--- src/rtl/rect_box_overlay.sv ---
// Latches the detector's bounding box at each frame start and paints a THICK-pixel
// border of BOX_COLOR onto the RGB565 stream through a registered 1-cycle stage.
module rect_box_overlay #(
  parameter int                DATA_W    = 16,
  parameter logic [DATA_W-1:0] BOX_COLOR = 16'hF800,
  parameter int                THICK     = 2,
  parameter int                IMG_W     = 640,
  parameter int                IMG_H     = 480
) (
  input  logic              clk,
  input  logic              rst_n,
  input  logic              in_vsync,
  input  logic              in_href,
  input  logic              in_clken,
  input  logic [DATA_W-1:0] in_data,
  input  logic              rect_flag,
  input  logic [9:0]        rect_up,
  input  logic [9:0]        rect_down,
  input  logic [9:0]        rect_left,
  input  logic [9:0]        rect_right,
  output logic              out_vsync,
  output logic              out_href,
  output logic              out_clken,
  output logic [DATA_W-1:0] out_data,
  output logic              box_active
);

  localparam logic [10:0] TM1  = 11'(THICK - 1);
  localparam logic [9:0]  XMAX = 10'(IMG_W - 1);
  localparam logic [9:0]  YMAX = 10'(IMG_H - 1);

  logic              vs_prev_q, href_prev_q;
  logic [9:0]        x_q, x_d, y_q, y_d;
  logic [9:0]        up_q, down_q, left_q, right_q;
  logic              active_q;
  logic              vsync_q, href_q, clken_q;
  logic [DATA_W-1:0] data_q, data_d;

  logic        vs_rise, href_fall, pix;
  logic [10:0] x11, y11, up11, down11, left11, right11;
  logic        in_rows, in_cols, edge_v, edge_h;

  always_comb begin
    vs_rise   = in_vsync & ~vs_prev_q;
    href_fall = href_prev_q & ~in_href;
    pix       = in_href & in_clken;

    x11     = {1'b0, x_q};
    y11     = {1'b0, y_q};
    up11    = {1'b0, up_q};
    down11  = {1'b0, down_q};
    left11  = {1'b0, left_q};
    right11 = {1'b0, right_q};

    // Both edge terms are gated by the full box extent so nothing outside the box is painted;
    // a box thinner than 2*THICK falls out of these tests completely filled.
    in_rows = (y11 >= up11) && (y11 <= down11);
    in_cols = (x11 >= left11) && (x11 <= right11);
    edge_v  = in_rows && in_cols && ((x11 <= left11 + TM1) || (x11 + TM1 >= right11));
    edge_h  = in_rows && in_cols && ((y11 <= up11 + TM1) || (y11 + TM1 >= down11));

    x_d = x_q;
    if (href_fall)                x_d = '0;
    else if (pix && (x_q < XMAX)) x_d = x_q + 10'd1;

    // Frame restart beats the line advance when both land on the same cycle.
    y_d = y_q;
    if (vs_rise)                        y_d = '0;
    else if (href_fall && (y_q < YMAX)) y_d = y_q + 10'd1;

    data_d = '0;
    if (in_href) data_d = (active_q && pix && (edge_v || edge_h)) ? BOX_COLOR : in_data;
  end

  // vs_prev_q resets high so a frame already in progress at reset release is not mistaken
  // for a new frame start; drawing resumes only after a genuine low-to-high vsync.
  always_ff @(posedge clk or negedge rst_n) begin
    if (!rst_n) begin
      vs_prev_q   <= 1'b1;
      href_prev_q <= 1'b0;
      x_q         <= '0;
      y_q         <= '0;
      up_q        <= '0;
      down_q      <= '0;
      left_q      <= '0;
      right_q     <= '0;
      active_q    <= 1'b0;
      vsync_q     <= 1'b0;
      href_q      <= 1'b0;
      clken_q     <= 1'b0;
      data_q      <= '0;
    end else begin
      vs_prev_q   <= in_vsync;
      href_prev_q <= in_href;
      x_q         <= x_d;
      y_q         <= y_d;
      if (vs_rise) begin
        up_q     <= rect_up;
        down_q   <= rect_down;
        left_q   <= rect_left;
        right_q  <= rect_right;
        active_q <= rect_flag && (rect_up <= rect_down) && (rect_left <= rect_right);
      end
      vsync_q <= in_vsync;
      href_q  <= in_href;
      clken_q <= in_clken;
      data_q  <= data_d;
    end
  end

  assign out_vsync  = vsync_q;
  assign out_href   = href_q;
  assign out_clken  = clken_q;
  assign out_data   = data_q;
  assign box_active = active_q;

endmodule
--- config.mk ---
export PLATFORM = sky130hd
export DESIGN_NAME = rect_box_overlay
export DESIGN_NICKNAME = d
export VERILOG_FILES = /design/src/rtl/rect_box_overlay.sv
export SDC_FILE = /design/constraint.sdc
export NUM_CORES = 1
export LEC_CHECK = 0
export BUFFER_PORTS_ARGS = -buffer_cell sky130_fd_sc_hd__clkbuf_2
export CORE_MARGIN = 4
export CORE_UTILIZATION = 40
export CTS_BUF_LIST = sky130_fd_sc_hd__clkbuf_8
export DETAILED_ROUTE_END_ITERATION = 16
export MAX_ROUTING_LAYER = met4
export PLACE_DENSITY_LB_ADDON = 0.25
export SYNTH_ARGS = -nofsm -noshare
export SYNTH_HDL_FRONTEND = slang
export SYNTH_SLANG_ARGS = --single-unit
--- constraint.sdc ---
create_clock -name clk -period 4.3 [get_ports clk]
set_input_delay 0.645 -clock clk [delete_from_list [all_inputs] [get_ports clk]]
set_output_delay 0.645 -clock clk [all_outputs]
set_load 0.02 [all_outputs]
==> After elaboration in Yosys (flattened, before gate mapping) <==
Index checks and enable logic that the tools add are counted.
{ "op_classes": {"reduce_logical": 16, "n_mul": 0, "n_shift": 0, "order_cmp": 12, "eq_ne": 0, "bitwise": 5, "addsub": 6, "n_div": 0, "n_mux": 6} }
{ "op_table": {"columns": ["operator", "n"], "rows": [
  ["10-bit by 1-bit adder with 11-bit output (second input constant)", 4],
  ["10-bit <= comparator", 4],
  ["10-bit 2-to-1 mux", 4],
  ["16-bit 2-to-1 mux", 2],
  ["11-bit by 10-bit greater-or-equal comparator with 1-bit output", 2],
  ["10-bit by 11-bit <= comparator with 1-bit output", 2],
  ["10-bit by 1-bit adder with 10-bit output (second input constant)", 2],
  ["10-bit greater-or-equal comparator", 2],
  ["1-bit logical AND", 11],
  ["10-bit less-than comparator (second input constant)", 1],
  ["10-bit by 9-bit less-than comparator with 1-bit output (second input constant)", 1],
  ["2-bit nonzero test", 2],
  ["1-bit bitwise AND", 3],
  ["1-bit logical OR", 3],
  ["1-bit inverter", 2]
]} }
{ "word_totals": {"ff_bits": 81, "ramBits": 0, "wordCells": 57, "memories": 0, "romBits": 0, "latchBits": 0} }

==> Longest topological paths before layout <==
Gate-level depths: netlist (run 1).
{ "logic_depth": {"depth_word": 8, "ltp_mapped": 14} }

==> Least setup slack after synthesis (run 1) <==
Ideal clock, no wire load.
{ "synth_path": {"path_type": "register to register", "from": "reg y_q[1]", "to": "reg data_q[11], in the netlist out_data[11]", "arrival_time_ps": 2813, "synth_period_minus_slack_ps": 2931, "path_stages_with_launch": 14, "required_ps": 4181, "setup_slack_ps": 1369, "path_cell_list": "dfrtp_1 -> ha_1 -> and3_4 -> and3_4 -> buf_6 -> nand3_1 -> xnor2_1 -> ha_1 -> a21o_1 -> a2111oi_0 -> and4_1 -> nand3_2 -> and4_2 -> o21a_1"} }
{ "synth_via": {"elab_chain_cells": 8, "elab_cells_between_ends": 14, "classes_between": "add/sub (1); order compare (4); mux (2); reduce/logical (7)"} }
{ "synth_lines": {"columns": ["element", "line", "rtl"], "rows": [
  ["start: declaration", "33", "logic [9:0] x_q, x_d, y_q, y_d;"],
  ["start signal: assignment", "96", "y_q <= y_d;"],
  ["10-bit by 1-bit adder with 11-bit output (tied with other cells)", "60", "edge_h = in_rows && in_cols && ((y11 <= up11 + TM1) || (y11 + TM1 >= down11));"],
  ["11-bit by 10-bit greater-or-equal comparator with 1-bit output or 1-bit logical AND (tied branches)", "60, 57", null],
  ["1-bit logical OR or 1-bit logical AND (tied branches)", "60, 59", null],
  ["1-bit logical AND (on tied branches)", "60, 59", null],
  ["1-bit logical OR (*)", "72", "if (in_href) data_d = (active_q && pix && (edge_v || edge_h)) ? BOX_COLOR : in_data;"],
  ["1-bit logical AND (*)", "72", null],
  ["16-bit 2-to-1 mux (*) (2 in a row)", "72", null],
  ["net data_d[11]", "37", "logic [DATA_W-1:0] data_q, data_d;"],
  ["end signal: assignment", "107", "data_q <= data_d;"],
  ["end: declaration", "37", null]
]} }
The timed path passes the listed nets; every way through them passes the cells marked *.
A chain may end at the register's enable or synchronous reset.

==> Final worst setup path (run 1) <==
{ "layout_path": {"from": "reg x_q[1]", "to": "reg data_q[0], in the netlist out_data[0]"} }
{ "layout_via": {"elab_chain_cells": 8, "elab_cells_between_ends": 14, "classes_between": "add/sub (1); order compare (4); mux (2); reduce/logical (7)"} }
{ "layout_lines": {"columns": ["element", "line", "rtl"], "rows": [
  ["start: declaration", "33", null],
  ["start signal: assignment", "81", "x_q <= '0;"],
  ["start signal: assignment", "95", "x_q <= x_d;"],
  ["10-bit by 1-bit adder with 11-bit output (tied with other cells)", "59", "edge_v = in_rows && in_cols && ((x11 <= left11 + TM1) || (x11 + TM1 >= right11));"],
  ["11-bit by 10-bit greater-or-equal comparator with 1-bit output or 1-bit logical AND (tied branches)", "59, 58", null],
  ["1-bit logical OR or 1-bit logical AND (tied branches)", "59, 60", null],
  ["1-bit logical AND (on tied branches)", "59, 60", null],
  ["1-bit logical OR (*)", "72", null],
  ["1-bit logical AND (*)", "72", null],
  ["16-bit 2-to-1 mux (*) (2 in a row)", "72", null],
  ["net data_d[0]", "37", null]
]} }
Marked as above.

==> summary.txt, run 1 <==
Detailed routing
  – Detail Route Antenna Nets: 0
  – Drt total wl: 14,600 microns
  – Wire length per cell: 16.3 microns
  – Vias after detailed routing: 4,791
  – Initial drt markers: 256
  – Residual DRC: 0
  – Vias per cell: 5.32
  – Pre-antenna DRT Iters: 4

Setup path
  – WP data required: 4.62 ns
  – Arr. time, crit path: 3.72 ns
  – Worst setup EP type: flop
  – Crit path max fanout: 11
  – Crit path launch type: flop
  – Crit Path Category: reg -> reg

Cells and area
  – Diodes inserted: 0
  – Commonest non-fill, non-tap cell in the layout: ha_1
  – Fin cells: 901
  – NumNets Final: 878
  – Layout cells sized above 1: 0.167
  – Syn-to-layout area delta: 13.1%
  – Commonest non-fill, non-tap cells in the layout: ha_1, dfrtp_1, clkbuf_2

Timing
  – Period utilisation layout: 0.789
  – Worst setup margin: 0.907 ns
  – Setup TNS: 0 ns
  – Hold Vio Cnt, Final: 0
  – Tmin final: 3.39 ns
  – Worst-Margin Slew: 1.02 ns
  – Unrepaired setup endpoints after global routing: false
  – Final setup fails: 0
  – Fmax: 0.295 GHz
  – Max-slew violation count: 0
  – Clk_skew: 0.0107 ns
  – Slew headroom: 0.319

CTS
  – TritonCTS clock tree: built
  – H-tree Lvls: 3
  – Clock Sinks: 81
  – Clock buffer depth: 2
  – CTS Root Buffer Type: clkbuf_8
  – Clock transition at path regs: 0.09 ns
  – Post-CTS sizing: 0
  – Hold Buf Count CTS: 0
  – Postcts setup bufs: 0
  – Num CTS Buffers: 9
  – Clock latency at the later pin of the worst-skew pair: 0.37 ns

Logic synthesis
  – Asr flop ratio synth: 1.00
  – Mean Syn Cell Area: 9.32 sq um
  – Seq cells post-synth: 81
  – Synth Cell Area: 5890 sq um
  – Top_reg_cell synth: dfrtp_1
  – Yosys cell types: 56
  – Cell count after synthesis: 632
  – Post-synth EDFFs: 0
  – Synthesis Warnings: 0
  – Seq/Total Area, Yosys: 0.344
  – Syn nets: 798

Placement
  – DP Worst Slack: 0.906 ns
  – Dpl cells: 885
  – I/O Buffers: 81
  – Post-DP HPWL: 11,800 microns
  – GPL Wtd Cong: 0.889

Global routing
  – GRT overflow: 0
  – First-pass GRT wire length: 24,700 microns
  – GRT Resource Usage Total: 0.192
  – Vias in the first global route: 5,076
  – Initial antenna violation count: 0
  – Largest net degree at the start of global routing: 82

Pwr
  – Pwr Density: 293 nW/um^2
  – Peak supply drop: 118 uV
  – Final Power: 1.95 mW
  – Static leakage: 3.43 nW

Floorplan
  – I/O Pins: 82
  – Starting density of the core: 0.407
  – Die Height: 129 microns
  – Die area: 16,700 sq um
  – Die X-Extent: 129 microns
  – Core Rows: 44
  – Core area: 14,500 sq um

Job
  – Maximum Capacitance Violations: 0

Min path
  – Hold Crit Class: in -> reg

Status
  – Status: complete, no violations
==> cells by family after synthesis <==
kind of cell	Yosys count	synth area share
AO/OA/AOI/OAI	144	0.160
XOR/XNOR	39	0.0580
adder cells (fa/ha/maj)	104	0.221
buffers and inverters	83	0.0574
flip-flops	81	0.344
multiplexers	3	0.00552
AND/OR/NAND/NOR	178	0.154
==> per-stage QoR <==
stage               hold WS (ns)  utilization  area [sq um]
detailed placement         0.552        0.447          6470
finish                     0.375        0.460          6660
CTS                        0.348        0.460          6660
global route               0.337        0.460          6660
global placement           0.539        0.447          6470
floorplan                  0.349            -          5890
==> cell usage after synthesis (3+ instances only) <==
library cell / n / area share
nand4_1: 10 / 0.011
nor2_1: 19 / 0.012
nand3_1: 29 / 0.025
o21ai_0: 54 / 0.046
dfrtp_1: 80 / 0.34
and4_1: 4 / 0.0059
nor3_1: 6 / 0.0051
nor2b_1: 8 / 0.0085
o21a_1: 9 / 0.011
nand2_1: 63 / 0.040
inv_1: 68 / 0.043
ha_1: 104 / 0.22
clkbuf_1: 11 / 0.0070
and2_1: 12 / 0.013
nor4_1: 3 / 0.0032
xnor2_1: 28 / 0.042
a21o_1: 16 / 0.020
a31oi_1: 5 / 0.0053
and3_1: 8 / 0.0085
xor2_1: 11 / 0.016
o211ai_1: 5 / 0.0064
a21oi_1: 25 / 0.021
a32o_1: 5 / 0.0085
buf_6: 3 / 0.0057
==> sequential cells by signal, indices dropped and copies added (netlist names), 10 cells and up <==
name      cells
left_q       10
right_q      10
down_q       10
x_q          10
up_q         10
y_q          10
out_data     16
==> final timing paths <==
| path | start | to | slack (ns) | depth (start not counted) |
|---|---|---|---|---|
| worst max register to register | x_q[1] | out_data[0] | 0.91 | 13 |
| min in group asynchronous | rst_n | left_q[1] | 0.44 | 1 |
| worst max-delay path | x_q[1] | out_data[0] | 0.91 | 13 |
| max in group asynchronous | rst_n | out_data[12] | 3.21 | 1 |
| worst min register to register | right_q[0] | right_q[0] | 0.57 | 1 |
| worst min-delay path | in_vsync | vs_prev_q | 0.37 | 1 |
==> routing by layer <==
layer  vias up  part of all wire  wire (microns)  track usage
met2       108              0.45            6550        0.295
met1      2276              0.49            7150        0.260
met3        19             0.045             663       0.0350
met4         0             0.019             283       0.0568
li1       2388                 -               -            -
met5         -                 0               0            -
==> power by group <==
part	leakage, nW	switching, mW	internal (mW)
combinational	2.31	0.308	0.218
clock	0.0916	0.318	0.221
sequential	1.03	0.0564	0.830
total	3.43	0.683	1.27
==> critical path: stages, from the launching register on <==
cell	delay [ns]
dfrtp_1	0.46
ha_1	0.30
nand2_1	0.12
nor3_2	0.22
nand2_1	0.13
xnor2_1	0.27
ha_1	0.31
nand4_1	0.11
nor2_1	0.06
a2111oi_0	0.38
and4_1	0.27
nand3_2	0.11
a41oi_2	0.39
and2_2	0.21
==> layout make-up <==
cell class / count / area, sq um
Fill cell: 1426 / 7820
Multi-Input combinational cell: 468 / 3530
Sequential cell: 81 / 2030
Timing Repair Buffer: 84 / 430
Inverter: 68 / 255
Tap cell: 184 / 230
Clock buffer: 9 / 124
Clock inverter: 7 / 60.1
Note: power is estimated with default switching activity, not from simulation.
==> run 2: changes to the inputs <==
- clock period: 4.3 -> 3.2 ns (I/O delays scaled with it)
==> run 2 against run 1 <==
Net effect: cell area up 3.2%; largest power group unchanged; critical path type unchanged; highest routed layer unchanged; cell count up 2.0%; combinational power up 43%; clock skew down 0.00063 ns; critical path depth unchanged; sequential power up 32%.
==> summary.txt, run 2 (synthesized netlist as in run 1, its figures left out) <==
CTS
  – Hold Buf Count CTS: 0
  – H-tree Lvls: 3
  – Num CTS Buffers: 9
  – Clock Sinks: 81
  – Clock latency at the later pin of the worst-skew pair: 0.38 ns
  – Clock transition at path regs: 0.09 ns
  – TritonCTS clock tree: built
  – Clock buffer depth: 2
  – CTS Root Buffer Type: clkbuf_8

Cells and area
  – Post-route design area: 6870 sq um
  – Commonest non-fill, non-tap cells in the layout: ha_1, dfrtp_1, clkbuf_2
  – NumNets Final: 896
  – Syn-to-layout area delta: 16.7%
  – Final core occ: 0.475
  – Diodes inserted: 0
  – Layout cells sized above 1: 0.193
  – Number of flip-flops under the largest register name: 16
  – FILL cells: 1,398
  – Commonest non-fill, non-tap cell in the layout: ha_1

Pwr
  – Pwr Density: 398 nW/um^2
  – P_sw: 0.929 mW
  – Net Sw Frac: 0.340
  – Peak supply drop: 210 uV
  – Final Power: 2.73 mW
  – Static leakage: 3.56 nW
  – Pint: 1.81 mW
  – Flop pwr share: 0.430
  – Comb power frac: 0.274
  – Clock power share: 0.296

Timing
  – Tmin final: 2.97 ns
  – Clk_skew: 0.0100 ns
  – Unrepaired setup endpoints after global routing: false
  – Max-slew violation count: 0
  – Period utilisation layout: 0.927
  – Setup TNS: 0 ns
  – Fmax: 0.337 GHz
  – Final hold slack: 0.200 ns
  – Hold Vio Cnt, Final: 0
  – Slew headroom: 0.302
  – Worst-Margin Slew: 1.05 ns
  – Final setup fails: 0

Detailed routing
  – Wire length per cell: 16.1 microns
  – Detail Route Antenna Nets: 0
  – Pre-antenna DRT Iters: 5
  – Vias per cell: 5.26
  – Vias after detailed routing: 4,836
  – Drt total wl: 14,800 microns
  – Initial drt markers: 264
  – Residual DRC: 0

Placement
  – GPL Wtd Cong: 0.863
  – Post-DP HPWL: 11,900 microns
  – Dpl cell area: 6610 sq um
  – I/O Buffers: 81

Floorplan
  – Starting density of the core: 0.407
  – Die area: 16,700 sq um
  – Core area: 14,500 sq um
  – I/O Pins: 82
  – Core Rows: 44
  – Die Height: 129 microns
  – Die X-Extent: 129 microns

Setup path
  – Worst setup EP type: flop
  – Crit Path Category: reg -> reg
  – Crit path max fanout: 5
  – Arr. time, crit path: 3.23 ns
  – WP data required: 3.46 ns
  – Crit path launch type: flop

Min path
  – Hold Crit Class: in -> reg

Global routing
  – Initial antenna violation count: 0
  – GRT Resource Usage Total: 0.192
  – First-pass GRT wire length: 24,700 microns
  – Largest net degree at the start of global routing: 82
  – Vias in the first global route: 5,140
  – GRT overflow: 0

Status
  – Status: complete, no violations

Job
  – Maximum Capacitance Violations: 0
## run 2: cell count changes in the layout (fill, tap and decap cells not counted), sizes merged
cell | before | now
bufinv | 0 | 1
buf | 4 | 22
clkinvlp | 1 | 0
## run 2: through the flow
step	std cells	worst slack (ns)
2_1_floorplan	632	0.269
3_3_place_gp	901	0.147
4_1_cts	917	0.0215
3_5_place_dp	901	0.0250
5_1_grt	919	0.0403
6_report	919	0.234
## run 2: power by group through the flow
stage	Clock (mW)	Combinational, mW	Sequential (mW)
detailed placement	0	0.744	1.19
CTS	0.843	0.749	1.18
global route	0.876	0.864	1.19
floorplan	0	0.456	1.21
global placement	0	0.712	1.19
finish	0.810	0.750	1.17
## run 2: cell type report
type,instances,area (sq um),share of cell area
multi-input combinational,468,3570,0.520
timing repair buffer,102,578,0.0841
sequential,81,2030,0.295
clock inverter,7,82.6,0.0120
inverter,68,255,0.0371
tap,184,230,0.0335
clock buffer,9,124,0.0180
## run 2: final timing paths
kind	startpoint	slack, ns	cells after the start	to
max reg2reg	left_q[0]	0.23	13	out_data[14]
min	in_vsync	0.20	1	vs_prev_q
min in group asynchronous	rst_n	0.29	1	right_q[9]
max in group asynchronous	rst_n	2.25	1	out_data[13]
min reg2reg	right_q[0]	0.57	1	right_q[0]
max	left_q[0]	0.23	13	out_data[14]
## run 2: worst max-delay path, stage by stage (launching register included)
cell	delay, ns
dfrtp_1	0.41
ha_1	0.20
nand3_1	0.16
nor3_4	0.22
nand3_1	0.12
xnor2_1	0.15
ha_1	0.30
nand3_1	0.08
nor3_1	0.06
a2111oi_0	0.36
and4_1	0.26
nand3_2	0.13
and4_4	0.24
o21a_1	0.17
## run 2: timing repair
item                                    in CTS  in global routing
endpoints found under the setup margin       1                 16
cloned                                       0                  0
buffers inserted                             0                  2
pin swaps                                    0                  2
gates resized for setup                      1                  7
## run 2: per-layer routing
metal  vias to the layer above  routed length [microns]  track usage
met5                         -                        0            -
met4                         0                      228       0.0544
met3                        18                      486       0.0243
met2                        82                     6560        0.293
met1                      2321                     7500        0.270
li1                       2415                        -            -
==> run 3: changes to the inputs <==
- ABC_AREA: default -> 1
- CORE_ASPECT_RATIO: default -> 1.5
==> run 3 against run 2 <==
Net effect: hold slack worse by 0.087 ns; critical path depth grew 5; largest power group unchanged; synthesized cell count is 26% higher; non-clock buffer count is 14 lower; sequential power hardly changed; critical path type unchanged; via count increased by 8.0%.
==> summary.txt, run 3 <==
Setup path
  – Worst setup EP type: flop
  – WP data required: 3.50 ns
  – Crit path launch type: flop
  – Crit Path Category: reg -> reg
  – Arr. time, crit path: 3.19 ns
  – Crit path max fanout: 11

Timing
  – Worst-Margin Slew: 0.577 ns
  – Worst setup margin: 0.308 ns
  – Fmax: 0.346 GHz
  – Slew headroom: 0.615
  – Setup TNS: 0 ns
  – Max-slew violation count: 0
  – Unrepaired setup endpoints after global routing: false
  – Hold Vio Cnt, Final: 0
  – Tmin final: 2.89 ns
  – Period utilisation layout: 0.904
  – Final setup fails: 0
  – Final hold slack: 0.113 ns
  – Clk_skew: 0.0117 ns

Logic synthesis
  – Asr flop ratio synth: 1.00
  – Post-synth top area share: 0.323
  – Synth Cell Area: 6200 sq um
  – Cell taking the most area after synthesis: dfrtp_1
  – Top cells by area, synth: dfrtp_1, ha_1, nand2_1
  – Yosys cell types: 38
  – Seq cells post-synth: 81
  – Mean Syn Cell Area: 7.77 sq um
  – Seq/Total Area, Yosys: 0.327
  – Top cells by count, synth: nand2_1, inv_1, ha_1
  – Syn nets: 964
  – Synthesis Warnings: 0
  – Top_reg_cell synth: dfrtp_1
  – Cell count after synthesis: 798
  – Count leader, synth: nand2_1
  – Post-synth EDFFs: 0

Detailed routing
  – Vias after detailed routing: 5,222
  – Drt total wl: 15,300 microns
  – Wire length per cell: 14.0 microns
  – Initial drt markers: 183
  – Residual DRC: 0
  – Detail Route Antenna Nets: 0
  – Pre-antenna DRT Iters: 5
  – Vias per cell: 4.80

Cells and area
  – Diodes inserted: 0
  – Layout cells sized above 1: 0.153
  – NumNets Final: 1,052
  – Syn-to-layout area delta: 13.9%
  – Post-route design area: 7060 sq um
  – Number of flip-flops under the largest register name: 16
  – Commonest non-fill, non-tap cell in the layout: nand2_1
  – FILL cells: 1,570
  – Commonest non-fill, non-tap cells in the layout: nand2_1, inv_1, ha_1

Global routing
  – GRT Resource Usage Total: 0.193
  – First-pass GRT wire length: 25,700 microns
  – GRT overflow: 0
  – Largest net degree at the start of global routing: 44
  – Initial antenna violation count: 0
  – Vias in the first global route: 5,399

Pwr
  – Final Power: 2.82 mW
  – Peak supply drop: 226 uV
  – Static leakage: 4.00 nW
  – Comb power frac: 0.294
  – Net Sw Frac: 0.356
  – Pint: 1.82 mW
  – P_sw: 1.00 mW
  – Pwr Density: 400 nW/um^2
  – Flop pwr share: 0.425
  – Clock power share: 0.280

Placement
  – Dpl cell area: 6850 sq um
  – GPL Wtd Cong: 0.876
  – Post-DP HPWL: 12,700 microns
  – DP Worst Slack: 0.217 ns
  – I/O Buffers: 81

Floorplan
  – Starting density of the core: 0.409
  – Die Height: 160 microns
  – Core Rows: 55
  – Die area: 17,600 sq um
  – I/O Pins: 82
  – Core area: 15,100 sq um
  – Die X-Extent: 110 microns

CTS
  – Clock latency at the later pin of the worst-skew pair: 0.37 ns
  – Clock transition at path regs: 0.08 ns
  – Clock buffer depth: 2
  – Clock Sinks: 81
  – Num CTS Buffers: 9
  – CTS Root Buffer Type: clkbuf_8
  – Postcts setup bufs: 0
  – TritonCTS clock tree: built
  – H-tree Lvls: 3

Status
  – Status: complete, no violations

Min path
  – Hold Crit Class: in -> async

Job
  – Maximum Capacitance Violations: 0
run 3: kinds of logic after synthesis:
logic type / after synthesis / share of synthesized area
buf+inv: 159 / 0.0999
fa+ha+maj: 104 / 0.210
simple gates: 306 / 0.216
flops: 81 / 0.327
compound gates: 121 / 0.108
xor+xnor: 27 / 0.0382
run 3: per-layer routing:
| metal | share of wire | global-route usage | vias up |
|---|---|---|---|
| li1 | - | - | 2750 |
| met2 | 0.59 | 0.374 | 58 |
| met5 | 0 | - | - |
| met1 | 0.37 | 0.193 | 2394 |
| met4 | 0.023 | 0.0590 | 0 |
| met3 | 0.018 | 0.0257 | 20 |
run 3: final timing paths:
path                       startpoint  slack (ns)     endpoint  cells past startpoint
min                             rst_n        0.11       x_q[6]                      1
min reg2reg                box_active        0.52   box_active                      2
max                            y_q[4]        0.31  out_data[6]                     18
min in group clk             in_vsync        0.22    vs_prev_q                      1
max reg2reg                    y_q[4]        0.31  out_data[6]                     18
max in group asynchronous       rst_n        2.34    vs_prev_q                      2
run 3: final cells by class:
| type | instances | area (sq um) | area share |
|---|---|---|---|
| flip-flops and latches | 81 | 2030 | 0.288 |
| clock inverters | 5 | 62.6 | 0.00887 |
| inverters | 148 | 556 | 0.0787 |
| well taps | 199 | 249 | 0.0353 |
| repair buffers | 88 | 460 | 0.0652 |
| clock buffers | 10 | 138 | 0.0195 |
| multi-input cells | 558 | 3560 | 0.505 |
run 3: power groups by stage:
stage                     clock network [mW]  registers (mW)  logic, mW
final                                  0.792            1.20      0.831
after global routing                   0.862            1.21      0.980
after CTS                              0.818            1.20      0.844
after detailed placement                   0            1.22      0.840
after global placement                     0            1.22      0.828
after floorplan                            0            1.22      0.563
run 3: timing repair:
item,in CTS,in global routing
gates resized for setup,0,2
hold buffers,0,0
setup endpoints to repair,0,11
run 3: critical path, cell delays in order (launching register included):
cell     delay, ns
dfrtp_1       0.46
inv_1         0.11
nor4_1        0.33
nand3_1       0.19
nor3_1        0.22
xor2_1        0.16
inv_1         0.05
ha_1          0.30
nand3_1       0.10
nand2_1       0.05
nor2_1        0.09
nand2_1       0.05
inv_1         0.04
nand4_1       0.08
nor2_1        0.11
nand2_1       0.06
nand2_2       0.14
nand2_4       0.15
nor2_2        0.12
run 3: stage by stage:
stage | cells | util
after floorplan | 798 | -
after global placement | 1074 | 0.452
after detailed placement | 1074 | 0.452
after CTS | 1089 | 0.466
after global routing | 1089 | 0.466
final | 1089 | 0.466
